File: src/rtl/core_pkg.sv
// core_pkg: shared core constants and the writeback request type (rd + data)
package core_pkg;
  localparam int XLEN = 32;
  localparam int REG_ADDR_W = 5;
  localparam int NUM_REGS = 32;
  typedef struct packed {
    logic [REG_ADDR_W-1:0] rd;
    logic [XLEN-1:0] data;
  } wb_req_t;
endpackage

File: src/rtl/wb_fifo.sv
// wb_fifo: power-of-two FIFO of T; ports clk/rst_n, clr (sync empty), push/pop (ignored when full/empty), din, full/empty, head (current front entry)
module wb_fifo import core_pkg::*; #(
  parameter int DEPTH = 2,
  parameter type T = wb_req_t
) (
  input  logic clk,
  input  logic rst_n,
  input  logic clr,
  input  logic push,
  input  logic pop,
  input  T     din,
  output logic full,
  output logic empty,
  output T     head
);
  localparam int AW = $clog2(DEPTH);
  logic [AW-1:0] rd_ptr, wr_ptr;
  logic [AW:0] count;
  logic do_push, do_pop;
  T mem [DEPTH];
  assign full = count == (AW+1)'(DEPTH);
  assign empty = count == '0;
  assign do_push = push && !full;
  assign do_pop = pop && !empty;
  assign head = mem[rd_ptr];
  always_ff @(posedge clk or negedge rst_n) begin
    if (!rst_n) begin
      rd_ptr <= '0;
      wr_ptr <= '0;
      count <= '0;
    end else if (clr) begin
      rd_ptr <= '0;
      wr_ptr <= '0;
      count <= '0;
    end else begin
      wr_ptr <= do_push ? wr_ptr + 1'b1 : wr_ptr;
      rd_ptr <= do_pop ? rd_ptr + 1'b1 : rd_ptr;
      count <= count + (AW+1)'(do_push) - (AW+1)'(do_pop);
    end
  end
  always_ff @(posedge clk) begin
    if (do_push && !clr) mem[wr_ptr] <= din;
  end
endmodule

File: src/rtl/writeback_arbiter.sv
// writeback_arbiter: busy scoreboard + LSU-priority / buffered-ALU writeback; ports clk/rst_n/flush, issue_* in with issue_stall out, alu_* in with alu_ready out, lsu_* in, registered wr_en/wr_addr/wr_data out
module writeback_arbiter import core_pkg::*; #(
  parameter int XLEN = core_pkg::XLEN,
  parameter int ALU_DEPTH = 2
) (
  input  logic                  clk,
  input  logic                  rst_n,
  input  logic                  flush,
  input  logic                  issue_valid,
  input  logic [REG_ADDR_W-1:0] issue_rd,
  input  logic [REG_ADDR_W-1:0] issue_rs1,
  input  logic [REG_ADDR_W-1:0] issue_rs2,
  output logic                  issue_stall,
  input  logic                  alu_valid,
  input  logic [REG_ADDR_W-1:0] alu_rd,
  input  logic [XLEN-1:0]       alu_data,
  output logic                  alu_ready,
  input  logic                  lsu_valid,
  input  logic [REG_ADDR_W-1:0] lsu_rd,
  input  logic [XLEN-1:0]       lsu_data,
  output logic                  wr_en,
  output logic [REG_ADDR_W-1:0] wr_addr,
  output logic [XLEN-1:0]       wr_data
);
  logic [NUM_REGS-1:0] busy, busy_nxt;
  logic full, empty, push, pop, sel_valid, issue_fire;
  wb_req_t alu_req, head, sel;
  assign issue_stall = !flush && issue_valid && (busy[issue_rs1] || busy[issue_rs2] || busy[issue_rd]);
  assign issue_fire = !flush && issue_valid && !issue_stall && issue_rd != '0;
  assign alu_ready = !full;
  assign push = alu_valid && !flush;
  // the head only leaves the FIFO in a cycle the LSU does not claim the port
  assign pop = !flush && !lsu_valid && !empty;
  assign sel_valid = lsu_valid || !empty;
  assign alu_req = wb_req_t'{rd: alu_rd, data: alu_data};
  assign sel = lsu_valid ? wb_req_t'{rd: lsu_rd, data: lsu_data} : head;
  wb_fifo #(.DEPTH(ALU_DEPTH), .T(wb_req_t)) u_fifo (
    .clk(clk),
    .rst_n(rst_n),
    .clr(flush),
    .push(push),
    .pop(pop),
    .din(alu_req),
    .full(full),
    .empty(empty),
    .head(head)
  );
  // clear first so a same-index issue set wins
  always_comb begin
    busy_nxt = busy;
    if (wr_en) busy_nxt[wr_addr] = 1'b0;
    if (issue_fire) busy_nxt[issue_rd] = 1'b1;
    busy_nxt[0] = 1'b0;
  end
  always_ff @(posedge clk or negedge rst_n) begin
    if (!rst_n) begin
      busy <= '0;
      wr_en <= 1'b0;
      wr_addr <= '0;
      wr_data <= '0;
    end else begin
      busy <= flush ? '0 : busy_nxt;
      wr_en <= !flush && sel_valid && sel.rd != '0;
      if (!flush && sel_valid) begin
        wr_addr <= sel.rd;
        wr_data <= sel.data;
      end
    end
  end
endmodule

File: config.mk
export PLATFORM = sky130hd
export DESIGN_NAME = writeback_arbiter
export DESIGN_NICKNAME = d
export VERILOG_FILES = /design/src/rtl/core_pkg.sv /design/src/rtl/wb_fifo.sv /design/src/rtl/writeback_arbiter.sv
export SDC_FILE = /design/constraint.sdc
export NUM_CORES = 1
export LEC_CHECK = 0
export BUFFER_PORTS_ARGS = -buffer_cell sky130_fd_sc_hd__buf_4
export CAP_MARGIN = 20
export CORE_MARGIN = 4
export CORE_UTILIZATION = 56
export CTS_CLUSTER_SIZE = 16
export DETAILED_ROUTE_END_ITERATION = 10
export GPL_ROUTABILITY_DRIVEN = 1
export PLACE_DENSITY = 0.89
export SLEW_MARGIN = 20
export SYNTH_ARGS = -nofsm -noshare
export SYNTH_HDL_FRONTEND = slang
export SYNTH_SLANG_ARGS = --single-unit
File: constraint.sdc
create_clock -name clk -period 4.4 [get_ports clk]
set_input_delay 0.44 -clock clk [delete_from_list [all_inputs] [get_ports clk]]
set_output_delay 0.44 -clock clk [all_outputs]
set_load 0.02 [all_outputs]
==> Word level (Yosys, flattened, before mapping) <==
Memories as Yosys holds them, arrays and structs flattened.
Index checks and enable logic that the tools add are counted.
{ "op_classes": {"add_sub_neg": 4, "order_cmp": 6, "eq_ne": 1, "mux": 21, "bitwise": 3, "n_reduce_logical": 27} }
{ "ops": {"columns": ["op", "n"], "rows": [
  ["2-to-1 mux 32 bit", 3],
  ["2-to-1 mux 37 bit", 1],
  ["AND 32 bit", 1],
  ["inverter 32 bit", 1],
  ["OR 32 bit", 1],
  ["< comparator 5 x 6 -> 1 bit (second input constant)", 4],
  ["binary-select mux 1 bit (select 5 bit)", 3],
  ["logical AND 1 bit", 14],
  ["2-to-1 mux 1 bit", 11],
  ["demux 1 bit (select 5 bit)", 2],
  ["greater-or-equal comparator 5 x 1 -> 1 bit (second input constant)", 2],
  ["nonzero test 5 bit", 2],
  ["logical NOT 1 bit", 5],
  ["nonzero test 2 bit", 2],
  ["logical OR 1 bit", 3],
  ["adder 1 bit (second input constant)", 2],
  ["adder 2 x 1 -> 2 bit", 1],
  ["equality test 2 bit (second input constant)", 1],
  ["logical NOT 2 bit", 1],
  ["2-to-1 mux 2 bit", 1],
  ["subtractor 2 x 1 -> 2 bit", 1]
]} }
{ "word_totals": {"regBits": 74, "mem_bits_rw": 74, "in_bits": 95, "mem_count": 1} }
{ "memory_table": {"columns": ["memory", "depth", "width", "read_ports", "rd_clocked_by_memory_dff", "wr", "line_no", "source"], "rows": [
  ["u_fifo.mem", 2, 37, 1, 0, 1, "wb_fifo.sv:20", "T mem [DEPTH];"]
]} }

==> Logic depth before layout (Yosys ltp) <==
Gate-level depths: netlist (run 1).
{ "depth": {"ltp_word": 10, "depth_mapped": 10, "mapped_depth_nobuf": 7} }

==> By module <==
A second synthesis (run 1) with hierarchy kept.
{ "hier_totals": {"cells_unflattened": 592, "hier_area_um2": 7578.5} }
{ "modules_own_cells": {"columns": ["module", "n_inst", "cells_each", "area_per_inst_um2"], "rows": [
  ["writeback_arbiter", 1, 454, 4575.6],
  ["wb_fifo", 1, 138, 3002.9]
]} }

==> Worst setup path after synthesis (run 1) <==
Ideal clock, no wire load.
{ "synth_timing": {"path_kind": "input to register", "startpoint": "in flush", "endpoint": "mem u_fifo.mem[0][0] in the netlist's numbering (enable)", "arrival_ns": 3.381, "required_ns": 3.923, "setup_slack_ns": 0.541, "cell_stages": 3, "n_path_buf": 2, "path_cell_list": "clkbuf_1 > clkbuf_1 > nor3_1"} }
{ "synth_via": {"elab_chain_cells": 6} }
{ "synth_lines": {"columns": ["item", "line_no", "source"], "rows": [
  ["from (decl)", "writeback_arbiter.sv:8", "input logic flush,"],
  ["logical NOT 1 bit *", "wb_fifo.sv:42, writeback_arbiter.sv:31", null],
  ["logical AND 1 bit", "writeback_arbiter.sv:31", "assign push = alu_valid && !flush;"],
  ["logical AND 1 bit", "wb_fifo.sv:23", "assign do_push = push && !full;"],
  ["logical AND 1 bit *", "wb_fifo.sv:42", "if (do_push && !clr) mem[wr_ptr] <= din;"],
  ["2-to-1 mux 1 bit *", "wb_fifo.sv:42", null],
  ["2-to-1 mux 1 bit (not written as such) *", "wb_fifo.sv:42", null],
  ["to (decl)", "wb_fifo.sv:20", null]
]} }
Every way passes the cells marked *; elsewhere a longest branch is shown, timed or not.

==> Worst setup path after layout (run 1) <==
{ "layout_timing": {"startpoint": "reg busy[3]", "endpoint": "out issue_stall"} }
{ "layout_via": {"elab_chain_cells": 5} }
{ "layout_lines": {"columns": ["item", "line_no", "source"], "rows": [
  ["from (decl)", "writeback_arbiter.sv:25", "logic [NUM_REGS-1:0] busy, busy_nxt;"],
  ["from (signal assigned)", "writeback_arbiter.sv:62", "busy <= flush ? '0 : busy_nxt;"],
  ["binary-select mux 1 bit (select 5 bit)", "writeback_arbiter.sv:28", "assign issue_stall = !flush && issue_valid && (busy[issue_rs1] || busy[issue_rs2] || busy[issue_rd]);"],
  ["2-to-1 mux 1 bit (not written as such)", "writeback_arbiter.sv:28", null],
  ["logical OR 1 bit", "writeback_arbiter.sv:28", null],
  ["logical OR 1 bit *", "writeback_arbiter.sv:28", null],
  ["logical AND 1 bit *", "writeback_arbiter.sv:28", null],
  ["to (decl)", "writeback_arbiter.sv:13", "output logic issue_stall,"]
]} }
Every way passes the cells marked *; elsewhere a longest branch is shown, timed or not. The select of a mux whose other input is x is not followed.

==> results of run 1 <==
[logic make-up (layout without fill, tap and decap cells)]
family | Yosys count | after routing
AO/OA/AOI/OAI | 141 | 141
XOR/XNOR | 3 | 3
adder cells (fa/ha/maj) | 2 | 2
buffers and inverters | 56 | 175
flip-flops | 147 | 147
multiplexers | 72 | 72
AND/OR/NAND/NOR | 229 | 229
[state kept, by name (all words and copies together) (netlist names)]
signal and count:
wr_en 1, u_fifo.mem 74, u_fifo.count 2, wr_data 32, u_fifo.wr_ptr 1, busy 31
wr_addr 5, u_fifo.rd_ptr 1
[cell usage after synthesis (all sizes together) (5+ instances only)]
library cell	count	area share, %
a21oi	36	2.4
buf	20	1.6
clkbuf	31	1.6
dfrtp	73	25
edfxtp	74	30
inv	5	0.25
mux2	9	1.4
mux2i	50	6.8
mux4	13	4.0
nand2	84	4.3
nand2b	5	0.42
nand3	11	0.75
nand3b	26	2.6
nor2	51	2.6
nor2b	21	1.8
nor3	9	0.61
nor3b	6	0.61
o21ai	57	3.9
o31ai	32	5.4
[through the flow]
| step | setup WS [ns] | util [%] | instances | total power [W] | hold WS [ns] |
|---|---|---|---|---|---|
| global route | 0.849 | 70.3 | 941 | 0.00416 | 0.187 |
| detailed placement | 1.10 | 65.8 | 909 | 0.00263 | 0.476 |
| finish | 0.970 | 70.3 | 941 | 0.00400 | 0.176 |
| global placement | 1.12 | 65.8 | 909 | 0.00258 | 0.465 |
| floorplan | 0.541 | - | 650 | 0.00224 | 0.144 |
| CTS | 0.970 | 70.2 | 940 | 0.00400 | 0.191 |
[layout make-up]
type | count | area, sq um
inverters | 5 | 18.8
clock buffers | 17 | 425
flip-flops and latches | 147 | 4050
well taps | 172 | 215
clock inverters | 14 | 131
multi-input cells | 447 | 3090
fillers | 824 | 3790
repair buffers | 139 | 1060
[worst max-delay path by stage]
stage	from	slack [ns]	endpoint
4_1_cts	busy[1]	0.97	issue_stall
6_report	busy[3]	0.97	issue_stall
2_1_floorplan	flush	0.54	u_fifo.mem[0][0]
5_1_grt	busy[1]	0.85	issue_stall
3_5_place_dp	issue_rd[1]	1.10	issue_stall
3_3_place_gp	issue_rd[1]	1.12	issue_stall
[power by group]
group          total [W]  internal (W)  switching (W)
sequential       0.00176       0.00162       0.000141
combinational   0.000873      0.000352       0.000521
clock            0.00137      0.000784       0.000589
total            0.00400       0.00275        0.00125
[worst register-to-register path: cells and delay by family (launching register included)]
| kind | cells | cell delay [ns] |
|---|---|---|
| muxes | 1 | 0.51 |
| and+or+nand+nor | 2 | 0.59 |
| buffers and inverters | 1 | 0.30 |
| DFF | 1 | 0.42 |
| AOI/OAI and AO/OA | 3 | 0.55 |
[metal layers]
layer | vias to the layer above | global-route usage, % | part of all wire, %
met5 | - | 0 | 0
met4 | 0 | 9.10 | 2.3
met3 | 41 | 7.97 | 8.8
met2 | 301 | 46.3 | 52
met1 | 2814 | 33.3 | 37
li1 | 2586 | - | -
==> flow_summary_export.csv, run 1 <==
group,metric,value,unit
setup_path,critPathArrivalTime,2.99,ns
place,dpl_cell_area,8400,sq um
grt,grt.total_usage,27.2,%
setup_path,rrSetupSlack,1.93,ns
sta,finalClockSkew,0.00963,ns
final_layout,area_growth_syn_to_layout,21.7,%
sta,setup_viol,0,
status,status,"finished clean",
floorplanning,design.core.area,12800,sq um
setup_path,r2r-end,"busy[27]",
route,dr_total_vias,5742,
sta,worstMarginPinSlew,0.994,ns
setup_path,rr_startpoint,"busy[3]",
floorplanning,rows,41,
sta,max_freq,0.292,GHz
pwr,ir_drop,0.384,mV
synthesis,synth_cells,650,
clock_tree,root_buffer,"clkbuf_16",
place,gp_congestion,0.926,
final_layout,mostFrequentLayoutCells,"buf_4 (138), nand2_1 (84), edfxtp_1 (74), dfrtp_1 (72), o21ai_0 (57)",
final_layout,final_layout_size_suffix_gt1_share,29.4,%
pwr,cellLeakagePower,3.59,nW
synthesis,synth_ff_type,"edfxtp_1",
place,dpl.hpwl,13300,microns
synthesis,synth-xor-area-share,0.356,%
synthesis,ys_seq_area_share,54.9,%
clock_tree,numCtsBuffers,17,
setup_path,worstSetupPathType,"reg2out",
grt,grt_pass1_wl,31200,microns
clock_tree,cts.hold.buffers_added,0,
sta,hold_viol_final,0,
clock_tree,path_clk_slew,0.06,ns
clock_tree,cts_max_path_buffers,2,
floorplanning,pin_count,135,
grt,grt_overflow,0,
clock_tree,postCtsSetupRepairBufs,0,
route,first_iter_violations,494,
grt,grt_pass1_vias,5893,
setup_path,slowest_stage,"mux4_1",
floorplanning,die_area,15100,sq um
setup_path,endpoint_kind,"output pin",
sta,post-route-period-util,78.0,%
place,io_buffers,134,
synthesis,ys_seq_elements,147,
run,cap_violations,0,
final_layout,fin_area,8980,sq um
route,via_per_inst,6.10,
route,drc_errors,0,
synthesis,synth-compound-area-share,13.5,%
sta,min_period,3.43,ns
route,drtPass1Iterations,6,
min_path,hold_class,"in2async",
route,wirelength,20000,microns
setup_path,required,3.96,ns
grt,grt_max_degree,79,
synthesis,synthMuxAreaShare,12.2,%
synthesis,yosys.area_share.adder,0.339,%
synthesis,yosys_warnings,0,
synthesis,synthArstFlopShare,49.7,%
setup_path,slowest_delay,0.51,ns
final_layout,diodes,0,
setup_path,cp_top_family,"simple AND/OR/NAND/NOR gates",
sta,rsz0062_at_grt,"no",
pwr,powerDensity,446,nW/um^2
synthesis,synth.distinct_cells,50,
route,antenna_left,0,
grt,antenna_found_initial,0,
setup_path,critPathMaxFanout,32,
setup_path,path_depth,8,
synthesis,syn_nets,747,
sta,slew_headroom,33.6,%
setup_path,crit_buf_inv,2,
setup_path,crit_path_frequent_cell,"buf_4",
setup_path,reg2reg_depth,7,
final_layout,final_common_cell,"buf_4",
floorplanning,die_x,123,microns
setup_path,crit_path_cell_trace,"mux4_1, nand3b_1, a21o_1, o2111ai_1, or4_1, buf_4, o31a_1, buf_4",
synthesis,avgSynthCellArea,11.4,sq um
clock_tree,clkSinkCount,147,
final_layout,finish.net_count,854,
clock_tree,cts_tree,"yes",
synthesis,syn_area,7380,sq um
floorplanning,start_util,57.8,%
clock_tree,htree_levels,4,
synthesis,synth_top_family_by_area,"simple AND/OR/NAND/NOR gates",
synthesis,synth_edf_count,74,
clock_tree,cts_resized,0,
route,routedWlPerCell,21.3,microns
clock_tree,insertion_delay,0.42,ns
sta,maxSlewViolCount,0,
setup_path,start_kind,"register",
sta,fin_tns_setup,0,ns
floorplanning,die_h,123,microns
synthesis,synthSimpleGateAreaFrac,15.3,%
Power figures use the tool's default switching activity.
==> inputs of run 2 (changes only) <==
Settings changed: ABC_AREA set to 1, CORE_UTILIZATION 56 to 51, PLACE_DENSITY 0.89 to 0.86.
Clock period 4.4 ns to 2.9 ns, I/O delays scaled along.
==> flow_summary_export.csv, run 2 <==
group,metric,value,unit
status,status,"finished clean",
run,cap_violations,0,
sta,worstMarginPinSlew,1.01,ns
sta,rsz0062_at_grt,"no",
sta,post-route-period-util,84.9,%
clock_tree,cts.hold.buffers_added,0,
synthesis,synth_top_area_cell,"edfxtp_1",
sta,setup_viol,0,
floorplanning,die_h,130,microns
setup_path,reg2reg_depth,13,
synthesis,netlist.area_leader.share,29.2,%
clock_tree,clkSinkCount,147,
route,drtPass1Iterations,5,
route,wirelength,23000,microns
clock_tree,cts_max_path_buffers,2,
pwr,finalPower,0.00687,W
setup_path,endpoint_kind,"output pin",
setup_path,critPathArrivalTime,2.17,ns
route,antenna_left,0,
final_layout,finish.net_count,1176,
grt,antenna_found_initial,0,
floorplanning,pin_count,135,
setup_path,slowest_delay,0.36,ns
synthesis,syn_nets,1052,
final_layout,top_register,"u_fifo.mem",
setup_path,crit_path_cell_trace,"inv_1, nand2_1, nand3_1, nand3_1, nand3_1, nand2_1, nand2_1, nand2_1, nor2_2, a21oi_1, buf_4",
clock_tree,root_buffer,"clkbuf_16",
floorplanning,start_util,52.2,%
synthesis,yosys_warnings,0,
setup_path,rrSetupSlack,0.77,ns
place,dpl.hpwl,14700,microns
sta,maxSlewViolCount,0,
clock_tree,path_clk_slew,0.06,ns
clock_tree,numCtsBuffers,17,
final_layout,final_layout_size_suffix_gt1_share,18.2,%
setup_path,r2r-end,"busy[12]",
clock_tree,cts_resized,0,
grt,grt_overflow,0,
clock_tree,postCtsSetupRepairBufs,0,
floorplanning,die_area,17000,sq um
synthesis,synth-compound-area-share,10.8,%
clock_tree,insertion_delay,0.41,ns
floorplanning,rows,44,
route,routedWlPerCell,18.0,microns
sta,fin_tns_setup,0,ns
synthesis,syn_area,7620,sq um
grt,grt_pass1_vias,7184,
sta,finalClockSkew,0.00761,ns
synthesis,synth_ff_type,"edfxtp_1",
synthesis,synthSimpleGateAreaFrac,27.5,%
floorplanning,die_x,130,microns
synthesis,ys_seq_elements,147,
grt,grt.total_usage,27.1,%
synthesis,ys_seq_area_share,53.2,%
synthesis,synth_edf_count,74,
synthesis,synth.distinct_cells,27,
setup_path,rr_startpoint,"busy[12]",
pwr,cellLeakagePower,4.38,nW
route,dr_total_vias,7373,
min_path,hold_class,"in2async",
place,gp_congestion,0.956,
final_layout,diodes,0,
final_layout,reg_top3,"u_fifo.mem (74), wr_data (32), busy (31)",
synthesis,synthArstFlopShare,49.7,%
synthesis,synth_top_family_by_area,"simple AND/OR/NAND/NOR gates",
final_layout,fin_area,9420,sq um
final_layout,mostFrequentLayoutCells,"nand2_1 (297), buf_4 (154), inv_1 (91), nand3_1 (90), a21oi_1 (86)",
setup_path,worstSetupPathType,"reg2out",
setup_path,required,2.61,ns
setup_path,critPathMaxFanout,7,
synthesis,yosys.area_share.adder,0.329,%
sta,max_freq,0.406,GHz
place,dpl_cell_area,8810,sq um
final_layout,largest_reg_flops,74,
sta,hold_viol_final,0,
clock_tree,cts_tree,"yes",
pwr,ir_drop,0.518,mV
synthesis,yosysMostFrequentCell,"nand2_1",
synthesis,synth-xor-area-share,0.230,%
final_layout,area_growth_syn_to_layout,23.7,%
synthesis,synth_cells,955,
synthesis,avgSynthCellArea,7.98,sq um
clock_tree,htree_levels,4,
synthesis,synth_area_leaders,"edfxtp_1 (29%), dfrtp_1 (24%), nand2_1 (15%)",
synthesis,synth_common_cells,"nand2_1 (297), inv_1 (92), nand3_1 (90)",
sta,min_period,2.46,ns
grt,grt_pass1_wl,35900,microns
setup_path,start_kind,"register",
final_layout,final_common_cell,"nand2_1",
floorplanning,design.core.area,14600,sq um
route,via_per_inst,5.78,
grt,grt_max_degree,74,
pwr,powerDensity,729,nW/um^2
route,first_iter_violations,639,
place,io_buffers,134,
sta,slew_headroom,32.5,%
synthesis,synthMuxAreaShare,0,%
setup_path,slowest_stage,"dfrtp_1",
route,drc_errors,0,
setup_path,crit_path_frequent_cell,"nand2_1",
-- run 2: cells by family after synthesis --
kind of cell,count (synthesis)
AOI/OAI and AO/OA,163
xor gates and xnor gates,2
adders and majority gates,2
buffers and inverters,148
DFF,147
and+or+nand+nor,493
-- run 2: cell type report --
cell class / count / area, sq um
Multi-Input combinational cell: 660 / 2970
Clock buffer: 21 / 472
Clock inverter: 11 / 140
Timing Repair Buffer: 156 / 1200
Inverter: 97 / 364
Tap cell: 184 / 230
Fill cell: 1129 / 5170
Sequential cell: 147 / 4050
-- run 2: how the worst max path moves through the flow --
stage,endpoint,startpoint,slack (ns)
2_1_floorplan,u_fifo.mem[0][0],u_fifo.count[1],0.03
3_3_place_gp,busy[9],issue_rd[0],0.63
3_5_place_dp,busy[19],issue_rd[0],0.61
4_1_cts,issue_stall,busy[22],0.43
5_1_grt,issue_stall,busy[5],0.32
6_report,issue_stall,busy[12],0.44
-- run 2: per-stage QoR --
step | std cells | util [%] | setup slack [ns] | hold WS [ns]
final | 1276 | 64.6 | 0.438 | 0.0427
after global placement | 1244 | 60.4 | 0.626 | 0.470
after CTS | 1276 | 64.6 | 0.431 | 0.0418
after detailed placement | 1244 | 60.4 | 0.606 | 0.474
after floorplan | 955 | - | 0.0328 | -0.00559
after global routing | 1276 | 64.6 | 0.321 | 0.0421
-- run 2: critical path, delay by kind of cell, from the launching register on --
| family | cells | cell delay (ns) |
|---|---|---|
| buf+inv | 2 | 0.33 |
| simple gates | 8 | 0.91 |
| flops | 1 | 0.36 |
| compound gates | 1 | 0.14 |
-- run 2: report_power, final --
part           total [W]  leakage, nW  switching (W)  internal, W
clock            0.00228        0.290       0.000913      0.00137
sequential       0.00272         1.62       0.000212      0.00251
combinational    0.00187         2.47        0.00120     0.000664
-- run 2: layer usage --
| metal | share of wire, % | up-vias | track usage, % |
|---|---|---|---|
| met5 | 0 | - | 0 |
| met1 | 38 | 3459 | 32.9 |
| li1 | - | 3415 | - |
| met2 | 49 | 430 | 45.9 |
| met3 | 10 | 69 | 7.45 |
| met4 | 3.2 | 0 | 11.1 |
